===== config.mk =====
export PLATFORM = sky130hd
export DESIGN_NAME = td4_input_debounce
export DESIGN_NICKNAME = d
export VERILOG_FILES = /design/src/rtl/td4_input_debounce.sv
export SDC_FILE = /design/constraint.sdc
export NUM_CORES = 1
export LEC_CHECK = 0
export BUFFER_PORTS_ARGS = -buffer_cell sky130_fd_sc_hd__buf_4
export CORE_MARGIN = 2
export CORE_UTILIZATION = 60
export DETAILED_ROUTE_END_ITERATION = 7
export GPL_TIMING_DRIVEN = 0
export PLACE_DENSITY = 0.79
export SLEW_MARGIN = 20
export SYNTH_ARGS = -nofsm -noshare
export SYNTH_HDL_FRONTEND = slang
export SYNTH_SLANG_ARGS = --single-unit

===== constraint.sdc =====
create_clock -name clk -period 3.8 [get_ports clk]
set_input_delay 0.19 -clock clk [delete_from_list [all_inputs] [get_ports clk]]
set_output_delay 0.19 -clock clk [all_outputs]
set_load 0.1 [all_outputs]

===== src/rtl/td4_input_debounce.sv =====
// Switch conditioner for the TD4 cpu input port: 2-flop synchroniser,
// per-bit debounce counters, registered value and a one-cycle change strobe.
module td4_input_debounce #(
    parameter int WIDTH           = 4,
    parameter int DEBOUNCE_CYCLES = 16
) (
    input  logic             clk,
    input  logic             rst,
    input  logic [WIDTH-1:0] sw_raw,
    output logic [WIDTH-1:0] inp,
    output logic             inp_changed
);

    localparam int CNT_W = $clog2(DEBOUNCE_CYCLES + 1);
    localparam logic [CNT_W-1:0] CNT_MAX = CNT_W'(DEBOUNCE_CYCLES - 1);

    logic [WIDTH-1:0] sync1;
    logic [WIDTH-1:0] sync2;
    logic [CNT_W-1:0] cnt     [WIDTH];
    logic [CNT_W-1:0] cnt_nxt [WIDTH];
    logic [WIDTH-1:0] inp_nxt;
    logic             changed_nxt;

    always_ff @(posedge clk or posedge rst) begin
        if (rst) begin
            sync1 <= '0;
            sync2 <= '0;
        end else begin
            sync1 <= sw_raw;
            sync2 <= sync1;
        end
    end

    // Each bit runs its own counter; a matching sample drops any partial count.
    always_comb begin
        inp_nxt = inp;
        for (int i = 0; i < WIDTH; i++) begin
            cnt_nxt[i] = cnt[i];
            if (sync2[i] == inp[i]) begin
                cnt_nxt[i] = '0;
            end else if (cnt[i] == CNT_MAX) begin
                inp_nxt[i] = sync2[i];
                cnt_nxt[i] = '0;
            end else begin
                cnt_nxt[i] = cnt[i] + 1'b1;
            end
        end
        changed_nxt = (inp_nxt != inp);
    end

    always_ff @(posedge clk or posedge rst) begin
        if (rst) begin
            inp         <= '0;
            inp_changed <= 1'b0;
            for (int i = 0; i < WIDTH; i++) begin
                cnt[i] <= '0;
            end
        end else begin
            inp         <= inp_nxt;
            inp_changed <= changed_nxt;
            for (int i = 0; i < WIDTH; i++) begin
                cnt[i] <= cnt_nxt[i];
            end
        end
    end

endmodule

==> flow_summary.json <==
{
  "status": "finished clean",
  "fmax_mhz": 748,
  "required_ps": 4010,
  "syn_nets": 106,
  "reg2reg_depth": 4,
  "avgRoutedWirePerCell_um": 12.4,
  "drv_slew": 0,
  "hold_path.class": "reg2reg",
  "yosys.area.top_type_share": 0.662,
  "rsz0062_at_grt": "false",
  "grt_usage": 0.183,
  "die_y_um": 49.6,
  "stdcell_count": 146,
  "core_um2": 1960,
  "finalNetCount": 128,
  "cp.arrival_ps": 1550,
  "syn-instance-count": 96,
  "vdd_drop_max_mv": 0.319,
  "path_clk_slew_ps": 90,
  "ys_seq_area_frac": 0.662,
  "firstDrtPassIters": 4,
  "root_buffer": "clkbuf_4",
  "hold_viol": 0,
  "yosysTopAreaCell": "dfrtp_1",
  "dieArea_um2": 2460,
  "area_delta_synth_final_pct": 16.9,
  "slew_headroom": 0.567,
  "skew_ps": 16.3,
  "setup_violations": 0,
  "cellPowerDensity_nw_per_um2": 406,
  "ys_types": 16,
  "hold_buffers": 5,
  "worst_pin_slew_ps": 648,
  "cts_tree": "built",
  "timing.hold.ws_ps": 358,
  "min_period_over_period": 0.352,
  "grt_max_degree": 34,
  "post_cts_buffers": 0,
  "reg2reg_slack_ps": 2460,
  "drt_iter0_markers": 15,
  "final.setup.tns_ps": 0,
  "die_w_um": 49.6,
  "route.detailed.drc": 0,
  "cp_max_fo": 3,
  "fin_crit_ps": 1340,
  "cts.path.max_buffers": 2,
  "yosys_warnings": 0,
  "endpoint_kind": "flip-flop",
  "rows": 16,
  "holdCritStartpoint": "sync1[0]",
  "clk_latency_ps": 330,
  "cts_max_level": 2,
  "reg2reg_from": "cnt[10]",
  "finalWeightedCongestion": 0.725,
  "path_class": "reg2reg",
  "leakagePower_nw": 0.753,
  "syn_area_um2": 1250,
  "cp-startpoint": "cnt[10]",
  "via_per_inst": 5.22,
  "grt_antenna_before_repair": 0,
  "maxCapViolations": 0,
  "avgSynthCellArea_um2": 13.0,
  "io_buffers": 10,
  "clock-sinks": 33,
  "initial_utilization": 0.636,
  "layout-drive-gt1-share": 0.193,
  "ioPinCount": 11,
  "cts.repair.resized": 0,
  "synthTopCellsByArea": "dfrtp_1 (66%), xor2_1 (7.0%), nor2_1 (4.5%)",
  "grt_pass1_vias": 806,
  "antenna_cells": 0,
  "grt_first_pass_wirelength_mm": 3.27,
  "cts_made_buffers": 5,
  "worst_setup_path_start_kind": "flip-flop",
  "post-route-util": 0.743,
  "vias": 762,
  "ant_nets": 0,
  "overflow": 0,
  "dp.cells": 133,
  "wl_mm": 1.82,
  "dp_hpwl_mm": 1.29,
  "ys_ff_latch": 33,
  "hold_end": "sync2[0]",
  "rr_endpoint": "inp[1]",
  "hold_depth": 0
}
## area by class of cell
class                   instances  area, µm²
multi-input cells              60        410
clock buffers                   6       41.3
flip-flops and latches         33        826
clock inverters                 2       10.0
well taps                      27       33.8
repair buffers                 15        125
fillers                       158        504
inverters                       3       11.3
## cells by family (layout without fill, tap and decap cells)
| kind of cell | Yosys count | count (layout) | share of synthesized area |
|---|---|---|---|
| flops | 33 | 33 | 0.662 |
| buf+inv | 3 | 26 | 0.00903 |
| fa+ha+maj | 4 | 4 | 0.0401 |
| mux | 4 | 4 | 0.0361 |
| simple gates | 32 | 32 | 0.121 |
| xor+xnor | 14 | 14 | 0.0983 |
| compound gates | 6 | 6 | 0.0331 |
## state kept, by name, summed over array words and instances, names as in the netlist
register and flops:
inp_changed 1, sync2 4, cnt 20, inp 4, sync1 4
## where the power goes
group          leakage, nW  internal, mW  switching, mW  total (mW)
Combinational        0.289        0.0181         0.0195      0.0376
Sequential           0.432         0.366         0.0102       0.376
Clock               0.0320        0.0704          0.109       0.179
## worst max-delay path, stage by stage (launching register included)
cell and delay (ps):
dfrtp_1 390, ha_1 190, nand3_1 110, nor2_1 180, mux2_2 360
## cells in the mapped netlist, drive strengths merged
cell and number:
nand2 2, ha 4, and2 3, o32ai 1, nand3 7, o21ai 3, inv 3, nand4b 1
nor2 15, xor2 10, and3 4, a221o 1, a31oi 1, mux2 4, xnor2 4, dfrtp 33
## how the worst max path moves through the flow
stage                       end  slack, ps  cells after the start
floorplan           inp_changed       2100                      3
global placement    inp_changed       2470                      4
detailed placement  inp_changed       2460                      4
CTS                      inp[1]       2460                      4
global route             inp[1]       2340                      4
finish                   inp[1]       2460                      4
## routing by layer
layer | part of all wire | global-route usage | wire length [µm] | vias up
met5 | 0 | 0 | 0 | -
met4 | 0.019 | 0.0833 | 35 | 0
met3 | 0.037 | 0.0545 | 67 | 4
met2 | 0.52 | 0.307 | 938 | 13
met1 | 0.43 | 0.218 | 774 | 377
li1 | - | - | - | 368
## per-stage QoR
stage | instance area (µm²) | setup WS (ps) | power (mW)
floorplan | 1250 | 2100 | 0.405
global placement | 1360 | 2470 | 0.414
detailed placement | 1360 | 2460 | 0.417
CTS | 1460 | 2460 | 0.603
global route | 1460 | 2340 | 0.629
finish | 1460 | 2460 | 0.592
## cells in the final DEF, fill, tap and decap left out, types with 3 or more instances in the layout
| master | instances |
|---|---|
| dfrtp_1 | 33 |
| nor2_1 | 15 |
| xor2_1 | 10 |
| buf_4 | 10 |
| nand3_1 | 7 |
| clkbuf_4 | 5 |
| dlygate4sd3_1 | 5 |
| xnor2_1 | 4 |
| and3_1 | 4 |
| mux2_2 | 4 |
| ha_1 | 4 |
| o21ai_0 | 3 |
| and2_1 | 3 |
Note: power is estimated with default switching activity, not from simulation.
